`src/rtl/mlp_seq_ctrl_if.sv`:
```
// Control/strobe bundle between the MLP sequencer and its MAC datapath.
// Widths are derived from the layer sizes exactly as the sequencer derives them.
interface mlp_seq_ctrl_if #(
    parameter int N_INPUTS = 2,
    parameter int N_HIDDEN = 4,
    parameter int N_OUTPUT = 1
);
    localparam int SRC_MAX = (N_INPUTS > N_HIDDEN) ? N_INPUTS : N_HIDDEN;
    localparam int DST_MAX = (N_HIDDEN > N_OUTPUT) ? N_HIDDEN : N_OUTPUT;
    localparam int W0      = N_HIDDEN * (N_INPUTS + 1);
    localparam int W1      = N_OUTPUT * (N_HIDDEN + 1);
    localparam int WGT_MAX = (W0 > W1) ? W0 : W1;
    localparam int SRC_W   = (SRC_MAX > 1) ? $clog2(SRC_MAX) : 1;
    localparam int DST_W   = (DST_MAX > 1) ? $clog2(DST_MAX) : 1;
    localparam int WADDR_W = (WGT_MAX > 1) ? $clog2(WGT_MAX) : 1;

    logic               start;
    logic               done_clr;
    logic               irq_en;
    logic               busy;
    logic               done;
    logic               irq;
    logic               layer;
    logic [WADDR_W-1:0] wgt_addr;
    logic [SRC_W-1:0]   src_addr;
    logic [DST_W-1:0]   dst_addr;
    logic               acc_load;
    logic               mac_en;
    logic               act_wr;
    logic               relu_en;

    modport master (
        input  start, done_clr, irq_en,
        output busy, done, irq, layer, wgt_addr, src_addr, dst_addr,
               acc_load, mac_en, act_wr, relu_en
    );

    modport slave (
        output start, done_clr, irq_en,
        input  busy, done, irq, layer, wgt_addr, src_addr, dst_addr,
               acc_load, mac_en, act_wr, relu_en
    );
endinterface

```
`src/rtl/mlp_seq_ctrl.sv`:
```
// Sequencer for a two-layer MLP forward pass: BIAS, K x MAC, ACT per neuron, all outputs registered.
// Pass takes N_HIDDEN*(N_INPUTS+2)+N_OUTPUT*(N_HIDDEN+2) cycles; no backpressure, the datapath must keep pace.
module mlp_seq_ctrl #(
    parameter int N_INPUTS = 2,
    parameter int N_HIDDEN = 4,
    parameter int N_OUTPUT = 1
) (
    input  logic           clk,
    input  logic           rst,
    mlp_seq_ctrl_if.master bus
);
    localparam int SRC_MAX = (N_INPUTS > N_HIDDEN) ? N_INPUTS : N_HIDDEN;
    localparam int DST_MAX = (N_HIDDEN > N_OUTPUT) ? N_HIDDEN : N_OUTPUT;
    localparam int W0      = N_HIDDEN * (N_INPUTS + 1);
    localparam int W1      = N_OUTPUT * (N_HIDDEN + 1);
    localparam int WGT_MAX = (W0 > W1) ? W0 : W1;
    localparam int SRC_W   = (SRC_MAX > 1) ? $clog2(SRC_MAX) : 1;
    localparam int DST_W   = (DST_MAX > 1) ? $clog2(DST_MAX) : 1;
    localparam int WADDR_W = (WGT_MAX > 1) ? $clog2(WGT_MAX) : 1;

    localparam logic [SRC_W-1:0]   K0_LAST = SRC_W'(N_INPUTS - 1);
    localparam logic [SRC_W-1:0]   K1_LAST = SRC_W'(N_HIDDEN - 1);
    localparam logic [DST_W-1:0]   M0_LAST = DST_W'(N_HIDDEN - 1);
    localparam logic [DST_W-1:0]   M1_LAST = DST_W'(N_OUTPUT - 1);
    localparam logic [WADDR_W-1:0] W0_LAST = WADDR_W'(W0 - 1);
    localparam logic [WADDR_W-1:0] W1_LAST = WADDR_W'(W1 - 1);

    typedef enum logic [2:0] {
        IDLE = 3'd0,
        BIAS = 3'd1,
        MAC  = 3'd2,
        ACT  = 3'd3,
        DONE = 3'd4
    } state_t;

    state_t             state_q, state_nxt;
    logic               layer_q, layer_nxt;
    logic [DST_W-1:0]   n_q, n_nxt;
    logic [SRC_W-1:0]   k_q, k_nxt;
    logic [WADDR_W-1:0] wgt_q, wgt_nxt;

    logic [SRC_W-1:0]   k_last;
    logic [DST_W-1:0]   n_last;

    logic               busy_q, done_q, irq_q;
    logic               acc_load_q, mac_en_q, act_wr_q, relu_en_q;
    logic [SRC_W-1:0]   src_q;
    logic [DST_W-1:0]   dst_q;

    logic               busy_nxt;
    logic [SRC_W-1:0]   src_nxt;
    logic [DST_W-1:0]   dst_nxt;

    assign k_last = layer_q ? K1_LAST : K0_LAST;
    assign n_last = layer_q ? M1_LAST : M0_LAST;

    // Weights of a layer are laid out bias-first per neuron, so the read
    // index simply advances by one on every BIAS/MAC cycle and holds in ACT.
    always_comb begin
        state_nxt = state_q;
        layer_nxt = layer_q;
        n_nxt     = n_q;
        k_nxt     = k_q;
        wgt_nxt   = wgt_q;
        unique case (state_q)
            IDLE: begin
                if (bus.start) begin
                    state_nxt = BIAS;
                    layer_nxt = 1'b0;
                    n_nxt     = '0;
                    k_nxt     = '0;
                    wgt_nxt   = '0;
                end
            end
            BIAS: begin
                state_nxt = MAC;
                k_nxt     = '0;
                wgt_nxt   = wgt_q + WADDR_W'(1);
            end
            MAC: begin
                if (k_q == k_last) begin
                    state_nxt = ACT;
                end else begin
                    k_nxt   = k_q + SRC_W'(1);
                    wgt_nxt = wgt_q + WADDR_W'(1);
                end
            end
            ACT: begin
                k_nxt = '0;
                if (n_q != n_last) begin
                    state_nxt = BIAS;
                    n_nxt     = n_q + DST_W'(1);
                    wgt_nxt   = wgt_q + WADDR_W'(1);
                end else if (!layer_q) begin
                    state_nxt = BIAS;
                    layer_nxt = 1'b1;
                    n_nxt     = '0;
                    wgt_nxt   = '0;
                end else begin
                    state_nxt = DONE;
                    n_nxt     = '0;
                    wgt_nxt   = '0;
                end
            end
            DONE: begin
                // start outranks done_clr so a back-to-back pass is never lost
                if (bus.start) begin
                    state_nxt = BIAS;
                    layer_nxt = 1'b0;
                    n_nxt     = '0;
                    k_nxt     = '0;
                    wgt_nxt   = '0;
                end else if (bus.done_clr) begin
                    state_nxt = IDLE;
                end
            end
            default: begin
                state_nxt = IDLE;
            end
        endcase
    end

    always_comb begin
        busy_nxt = (state_nxt == BIAS) || (state_nxt == MAC) || (state_nxt == ACT);
        src_nxt  = (state_nxt == MAC) ? k_nxt : '0;
        dst_nxt  = busy_nxt ? n_nxt : '0;
    end

    always_ff @(posedge clk) begin
        if (rst) begin
            state_q    <= IDLE;
            layer_q    <= 1'b0;
            n_q        <= '0;
            k_q        <= '0;
            wgt_q      <= '0;
            busy_q     <= 1'b0;
            done_q     <= 1'b0;
            irq_q      <= 1'b0;
            acc_load_q <= 1'b0;
            mac_en_q   <= 1'b0;
            act_wr_q   <= 1'b0;
            relu_en_q  <= 1'b0;
            src_q      <= '0;
            dst_q      <= '0;
        end else begin
            state_q    <= state_nxt;
            layer_q    <= layer_nxt;
            n_q        <= n_nxt;
            k_q        <= k_nxt;
            wgt_q      <= wgt_nxt;
            busy_q     <= busy_nxt;
            done_q     <= (state_nxt == DONE);
            irq_q      <= done_q & bus.irq_en;
            acc_load_q <= (state_nxt == BIAS);
            mac_en_q   <= (state_nxt == MAC);
            act_wr_q   <= (state_nxt == ACT);
            relu_en_q  <= (state_nxt == ACT) && !layer_nxt;
            src_q      <= src_nxt;
            dst_q      <= dst_nxt;
        end
    end

    assign bus.busy     = busy_q;
    assign bus.done     = done_q;
    assign bus.irq      = irq_q;
    assign bus.layer    = layer_q;
    assign bus.wgt_addr = wgt_q;
    assign bus.src_addr = src_q;
    assign bus.dst_addr = dst_q;
    assign bus.acc_load = acc_load_q;
    assign bus.mac_en   = mac_en_q;
    assign bus.act_wr   = act_wr_q;
    assign bus.relu_en  = relu_en_q;

    a_one_strobe: assert property (@(posedge clk) disable iff (rst)
        $onehot0({acc_load_q, mac_en_q, act_wr_q}));
    a_k_bound: assert property (@(posedge clk) disable iff (rst) k_q <= k_last);
    a_n_bound: assert property (@(posedge clk) disable iff (rst) n_q <= n_last);
    a_w_bound: assert property (@(posedge clk) disable iff (rst)
        wgt_q <= (layer_q ? W1_LAST : W0_LAST));
endmodule
```
`src/flat_wrapper.sv`:
```
// flat-port wrapper written by rule: the top's interface ports become plain ports
module mlp_seq_ctrl_flat 
#(
    parameter int N_INPUTS = 2,
    parameter int N_HIDDEN = 4,
    parameter int N_OUTPUT = 1
)
  (clk, rst, bus_start, bus_done_clr, bus_irq_en, bus_busy, bus_done, bus_irq, bus_layer, bus_wgt_addr, bus_src_addr, bus_dst_addr, bus_acc_load, bus_mac_en, bus_act_wr, bus_relu_en);
  mlp_seq_ctrl_if #(.N_INPUTS(N_INPUTS), .N_HIDDEN(N_HIDDEN), .N_OUTPUT(N_OUTPUT)) bus_i ();
  input  logic clk;
  input  logic rst;
  input wire logic [$bits(bus_i.start)-1:0] bus_start;
  input wire logic [$bits(bus_i.done_clr)-1:0] bus_done_clr;
  input wire logic [$bits(bus_i.irq_en)-1:0] bus_irq_en;
  output wire logic [$bits(bus_i.busy)-1:0] bus_busy;
  output wire logic [$bits(bus_i.done)-1:0] bus_done;
  output wire logic [$bits(bus_i.irq)-1:0] bus_irq;
  output wire logic [$bits(bus_i.layer)-1:0] bus_layer;
  output wire logic [$bits(bus_i.wgt_addr)-1:0] bus_wgt_addr;
  output wire logic [$bits(bus_i.src_addr)-1:0] bus_src_addr;
  output wire logic [$bits(bus_i.dst_addr)-1:0] bus_dst_addr;
  output wire logic [$bits(bus_i.acc_load)-1:0] bus_acc_load;
  output wire logic [$bits(bus_i.mac_en)-1:0] bus_mac_en;
  output wire logic [$bits(bus_i.act_wr)-1:0] bus_act_wr;
  output wire logic [$bits(bus_i.relu_en)-1:0] bus_relu_en;
  assign bus_i.start = bus_start;
  assign bus_i.done_clr = bus_done_clr;
  assign bus_i.irq_en = bus_irq_en;
  assign bus_busy = bus_i.busy;
  assign bus_done = bus_i.done;
  assign bus_irq = bus_i.irq;
  assign bus_layer = bus_i.layer;
  assign bus_wgt_addr = bus_i.wgt_addr;
  assign bus_src_addr = bus_i.src_addr;
  assign bus_dst_addr = bus_i.dst_addr;
  assign bus_acc_load = bus_i.acc_load;
  assign bus_mac_en = bus_i.mac_en;
  assign bus_act_wr = bus_i.act_wr;
  assign bus_relu_en = bus_i.relu_en;
  mlp_seq_ctrl #(.N_INPUTS(N_INPUTS), .N_HIDDEN(N_HIDDEN), .N_OUTPUT(N_OUTPUT)) u_core (.clk(clk), .rst(rst), .bus(bus_i));
endmodule
```
`config.mk`:
```
export PLATFORM = sky130hd
export DESIGN_NAME = mlp_seq_ctrl_flat
export DESIGN_NICKNAME = d
export VERILOG_FILES = /design/src/rtl/mlp_seq_ctrl_if.sv /design/src/rtl/mlp_seq_ctrl.sv /design/src/flat_wrapper.sv
export SDC_FILE = /design/constraint.sdc
export NUM_CORES = 1
export LEC_CHECK = 0
export BUFFER_PORTS_ARGS = -buffer_cell sky130_fd_sc_hd__buf_2
export CORE_ASPECT_RATIO = 1.1
export CORE_MARGIN = 2
export CORE_UTILIZATION = 45
export DETAILED_ROUTE_END_ITERATION = 10
export PLACE_DENSITY = 0.68
export SLEW_MARGIN = 25
export SYNTH_ARGS = -nofsm -noshare
export SYNTH_HDL_FRONTEND = slang
export SYNTH_SLANG_ARGS = --single-unit
export TNS_END_PERCENT = 50
```
`constraint.sdc`:
```
create_clock -name clk -period 3 [get_ports clk]
set_input_delay 0.3 -clock clk [delete_from_list [all_inputs] [get_ports clk]]
set_output_delay 0.3 -clock clk [all_outputs]
set_load 0.01 [all_outputs]
```
* Word level (Yosys, flattened, before mapping)
Index checks and enable logic that the tools add are counted.
Storage, ports and cells: register bits 23, bits in writable memories 0, input port bits 5, latch bits 0, output and inout port bits 16, memories 0, bits in read-only memories 0
Cells by class: shift operators 0, add/sub/neg operators 3, $lt $le $gt $ge 0, multiply operators 0, div/mod/pow operators 0, bitwise operators 3, multiplexer cells 22, equal/unequal tests 12, reductions and logical operators 11
Operator list (number):
- 2-to-1 mux 3 bit | 6
- case mux 4 bit (4 select lines) | 1
- case mux 3 bit (5 select lines) | 1
- == test 3 x 2 -> 1 bit, second input constant | 4
- 2-to-1 mux 2 bit | 6
- 2-to-1 mux 4 bit | 3
- OR reduction 2 bit | 4
- == test 3 x 1 -> 1 bit, second input constant | 2
- == test 3 bit, second input constant | 2
- case mux 2 bit (3 select lines) | 1
- adder 2 x 1 -> 2 bit, second input constant | 2
- adder 4 x 1 -> 4 bit, second input constant | 1
- case mux 2 bit (2 select lines) | 1
- nonzero test 4 bit | 1
- zero test 3 bit | 1
- AND reduction 3 bit | 1
- == test 2 bit | 1
- logical OR 1 bit | 2
- 2-to-1 mux 1 bit | 2
- inequality test 2 x 1 -> 1 bit, second input constant | 1
- inequality test 2 bit | 1
- inequality test 2 bit, second input constant | 1
- NOT 1 bit | 2
- case mux 1 bit (2 select lines) | 1
- 3 further kinds | 3

* Logic depth before layout (Yosys ltp)
depth in word-level cells 9, gate-level depth with buffers 5, depth with buffers taken out 4

* Worst setup path after synthesis
OpenSTA, ideal clock, no wires.
path type reg2reg, from reg u_core.state_q[1], to reg u_core.wgt_q[0], in the netlist u_core.bus.wgt_addr[0], buffers on the path 1, setup time 0.075 ns, arrival time 1.399 ns, slack 1.526 ns, cell stages (with the launch flop) 6, clock period less this slack 1.474 ns, required time 2.925 ns, path through dfxtp_1 -> buf_2 -> o21a_1 -> a211oi_4 -> or3b_1 -> o22ai_1
Between the ends: word-level cells in the longest chain between the ends 4, elaborated cells on any way between the ends 11
RTL lines:
- from (decl) | RTL line mlp_seq_ctrl.sv:36 | state_t state_q, state_nxt;
- from (signal assigned) | RTL line mlp_seq_ctrl.sv:146 | state_q <= state_nxt;
- == test 3 bit or zero test 3 bit (tied branches) | RTL line mlp_seq_ctrl.sv:65 | unique case (state_q)
- OR reduction 2 bit (no line)
- inequality test 2 x 1 -> 1 bit (no line) or nonzero test 4 bit (tied branches)
- AND reduction 3 bit (no line)
- to (signal assigned) | RTL line mlp_seq_ctrl.sv:150 | wgt_q <= wgt_nxt;
- to (decl) | RTL line mlp_seq_ctrl.sv:40 | logic [WADDR_W-1:0] wgt_q, wgt_nxt;
Parallel ways exist; a longest one is shown, timed or not. A chain may end at the register's enable or synchronous reset.

* Worst setup path after layout
from reg u_core.state_q[0], to reg u_core.wgt_q[0], in the netlist u_core.bus.wgt_addr[0]
The elaborated chain is that of the path after synthesis.

==> run_results.csv <==
group,metric,value,unit
finish,nFillCells,210,
job,drv_cap,0,
critical_path,slowest_stage,"dfxtp_1",
drt,post_drt_wl_per_cell,11.5,um
finish,area_growth,14.5,%
clock_network,clkTransAtPathRegs,0.12,ns
clock_network,insertion_delay,0.30,ns
yosys,synth_top_cell_area_share,48.5,%
pwr,peakVddDrop,0.369,mV
yosys,synth.distinct_cells,34,
finish,multi_input_area,449,um^2
global_routing,busiest_layer,"met2",
critical_path,worst_ep_required_time,3.24,ns
drt,drc,0,
timing,tightest_slew,0.506,ns
floorplan,initial_core_util,47.5,%
critical_path,worstPathArrival,1.93,ns
timing,slew_violations,0,
floorplan,fp.coreArea,2000,um^2
yosys,postSynthAreaPerCell,9.69,um^2
global_routing,grt_use_met1,20.1,%
placed_design,dp_worst_setup_slack,1.34,ns
drt,vias_per_cell,5.14,
critical_path,r2r_cells,4,
floorplan,die_w,47.8,um
clock_network,clk_path_buf_depth,2,
global_routing,grt_pass1_vias,661,
critical_path,path_delay_family,"simple AND/OR/NAND/NOR gates",
clock_network,htree_levels,1,
yosys,synth_nets,104,
worst_hold_path,hold_end,"u_core.bus.irq",
yosys,ys_seq_area_share,48.5,%
yosys,netlist_top_cells_area,"dfxtp_1 48%, nor2_1 4.0%, nand2b_1 3.3%, o32ai_1 2.8%, or3b_1 2.8%",
global_routing,grt_overflow,0,
finish,final_nets,125,
yosys,syn-cell-area,950,um^2
timing,setup_viol,0,
critical_path,reg2reg_to,"u_core.bus.wgt_addr[0]",
clock_network,cts_buffers,3,
drt,drt_iter0_markers,5,
clock_network,post_cts_buffers,0,
placed_design,port_buffers,20,
yosys,synth_cells,98,
yosys,yosys.area.top_type,"dfxtp_1",
outcome,status,"finished, final reports clean",
timing,skew,0.00795,ns
timing,report.final.hold_viol_count,0,
critical_path,path_cells,"nor3_1 > a211oi_4 > or3b_1 > o22ai_1",
critical_path,path_class,"reg -> reg",
clock_network,cts_tree,"built",
critical_path,endpoint_kind,"register",
drt,ant_nets,0,
pwr,power_density,503,nW/um^2
global_routing,use_met3,2.07,%
clock_network,cts.sinks,23,
critical_path,regToRegStartpoint,"u_core.state_q[0]",
clock_network,hold_buffers,0,
timing,fin_ws,1.31,ns
critical_path,worst-path-buf-inv,0,
global_routing,antenna_found_initial,0,
finish,drive_gt1_share,22.0,%
drt,drt_wl_total,1.67,mm
timing,fin_crit_sh,56.5,%
floorplan,die_area,2490,um^2
floorplan,io_pins,21,
yosys,yosysWarnings,0,
clock_network,cts_resized,0,
finish,diodes,0,
clock_network,root_buffer,"clkbuf_4",
timing,rsz0062_at_grt,"no",
global_routing,grt_pass1_wl,2.75,mm
timing,fmax,590,MHz
floorplan,row_count,17,
critical_path,critPathMaxStageDelay,0.55,ns
pwr,p_leak,0.459,nW
critical_path,crit_path_max_fanout,11,
timing,min_period,1.69,ns
timing,setup_tns,0,ns
critical_path,crit_cells,4,
worst_hold_path,min-delay-start,"bus_irq_en",
timing,slew-limit-headroom,66.0,%
global_routing,met2_usage,24.7,%
critical_path,startpoint_type,"register",
placed_design,routabilityCongestion,0.770,
drt,vias,751,
finish,seqCellArea,460,um^2
worst_hold_path,min_path_type,"in -> reg",
global_routing,grt_max_degree,18,
drt,dr.pass1.iters,2,
yosys,synth-seq-cells,23,
worst_hold_path,hold_depth,3,
critical_path,regToRegSetupSlack,1.31,ns
global_routing,track_usage,15.6,%
placed_design,dp_hpwl,1.27,mm
floorplan,dieHeight,52.2,um
## kinds of logic after synthesis
| logic type | count (synthesis) | synth area share, % |
|---|---|---|
| AO/OA/AOI/OAI | 22 | 17.8 |
| XOR/XNOR | 2 | 1.84 |
| adder cells (fa/ha/maj) | 1 | 1.32 |
| buffers and inverters | 8 | 4.22 |
| flip-flops | 23 | 48.5 |
| AND/OR/NAND/NOR | 42 | 26.4 |
## layer usage
layer	vias up	share of wire (%)
met3	2	3.0
met5	-	0
met2	9	47
met1	345	49
li1	395	-
met4	0	0.72
## cell type report
cell class | count | share of cell area [%]
Multi-Input combinational cell | 67 | 41.3
Timing Repair Buffer | 20 | 9.21
Clock inverter | 1 | 0.460
Tap cell | 28 | 3.22
Clock buffer | 3 | 2.07
Sequential cell | 23 | 42.3
Inverter | 4 | 1.38
## worst register-to-register path, delay by kind of cell (launching register included)
family             cells  cell delay (ns)
AOI/OAI and AO/OA      2             0.46
and+or+nand+nor        2             0.61
DFF                    1             0.55
## where the power goes
group	total [W]	internal [W]	switching, W
clock network	0.000137	0.0000497	0.0000875
logic	0.0000765	0.0000354	0.0000411
registers	0.000333	0.000319	0.0000141
## cells in the mapped netlist, drive strengths merged
| master | number |
|---|---|
| nand2 | 4 |
| and2 | 2 |
| nand3b | 3 |
| a32oi | 1 |
| o221ai | 1 |
| xnor2 | 2 |
| nor4bb | 1 |
| o32ai | 3 |
| buf | 3 |
| dfxtp | 23 |
| or3b | 3 |
| and3 | 3 |
| a21boi | 1 |
| nor3 | 3 |
| a21oi | 3 |
| o21a | 1 |
| o21bai | 1 |
| o22ai | 1 |
| a22oi | 1 |
| nand3 | 1 |
| clkbuf | 1 |
| a211o | 1 |
| inv | 4 |
| nor2 | 10 |
| o21ai | 3 |
| ha | 1 |
| nor4 | 3 |
| nor3b | 3 |
| o2bb2ai | 2 |
| and3b | 1 |
| a31oi | 2 |
| a211oi | 1 |
| nand2b | 5 |
## cell usage in the layout, fill, tap and decap left out, drive strengths merged
| cell type | Yosys | routed |
|---|---|---|
| a21boi | 1 | 1 |
| nor4bb | 1 | 1 |
| o21a | 1 | 1 |
| clkinv | 0 | 1 |
| nand3 | 1 | 1 |
| o21ai | 3 | 3 |
| o22ai | 1 | 1 |
| clkbuf | 1 | 3 |
| dfxtp | 23 | 23 |
| inv | 4 | 4 |
| a211oi | 1 | 1 |
| ha | 1 | 1 |
| nor3 | 3 | 3 |
| nor2 | 10 | 10 |
| o221ai | 1 | 1 |
| o32ai | 3 | 3 |
| nor4 | 3 | 3 |
| nand2 | 4 | 4 |
| o2bb2ai | 2 | 2 |
| and3 | 3 | 3 |
| and3b | 1 | 1 |
| a32oi | 1 | 1 |
| nand3b | 3 | 3 |
| and2 | 2 | 2 |
| buf | 3 | 20 |
| a21oi | 3 | 3 |
| a31oi | 2 | 2 |
| a211o | 1 | 1 |
| or3b | 3 | 3 |
| nor3b | 3 | 3 |
| a22oi | 1 | 1 |
| nand2b | 5 | 5 |
| xnor2 | 2 | 2 |
| o21bai | 1 | 1 |
## state kept, by name, summed over array words and instances (netlist names)
| register | flops |
|---|---|
| u_core.bus.wgt_addr | 4 |
| u_core.state_q | 3 |
| u_core.bus.dst_addr | 2 |
| u_core.bus.src_addr | 2 |
| u_core.k_q | 2 |
| u_core.n_q | 2 |
| u_core.bus.acc_load | 1 |
| u_core.bus.act_wr | 1 |
| u_core.bus.busy | 1 |
| u_core.bus.done | 1 |
| u_core.bus.irq | 1 |
| u_core.bus.layer | 1 |
| u_core.bus.mac_en | 1 |
| u_core.bus.relu_en | 1 |
## metrics by stage
stage          total power [W]  instances  utilization [%]  hold WS (ns)  area (um^2)
6_report              0.000547        146             54.4         0.198         1090
5_1_grt               0.000580        146             54.4         0.210         1090
3_5_place_dp          0.000417        142             53.0         0.432         1060
3_3_place_gp          0.000416        142             53.0         0.421         1060
4_1_cts               0.000555        146             54.4         0.190         1090
2_1_floorplan         0.000398         98                -         0.403          950
## how the worst max path moves through the flow
stage | startpoint | endpoint | slack, ns
CTS | u_core.state_q[0] | u_core.bus.wgt_addr[0] | 1.30
detailed placement | u_core.state_q[0] | u_core.bus.wgt_addr[0] | 1.34
global route | u_core.state_q[0] | u_core.bus.wgt_addr[0] | 1.20
global placement | u_core.state_q[0] | u_core.bus.wgt_addr[2] | 1.35
finish | u_core.state_q[0] | u_core.bus.wgt_addr[0] | 1.31
floorplan | u_core.state_q[1] | u_core.bus.wgt_addr[0] | 1.53
No activity file was read; power rests on OpenSTA's default activity.
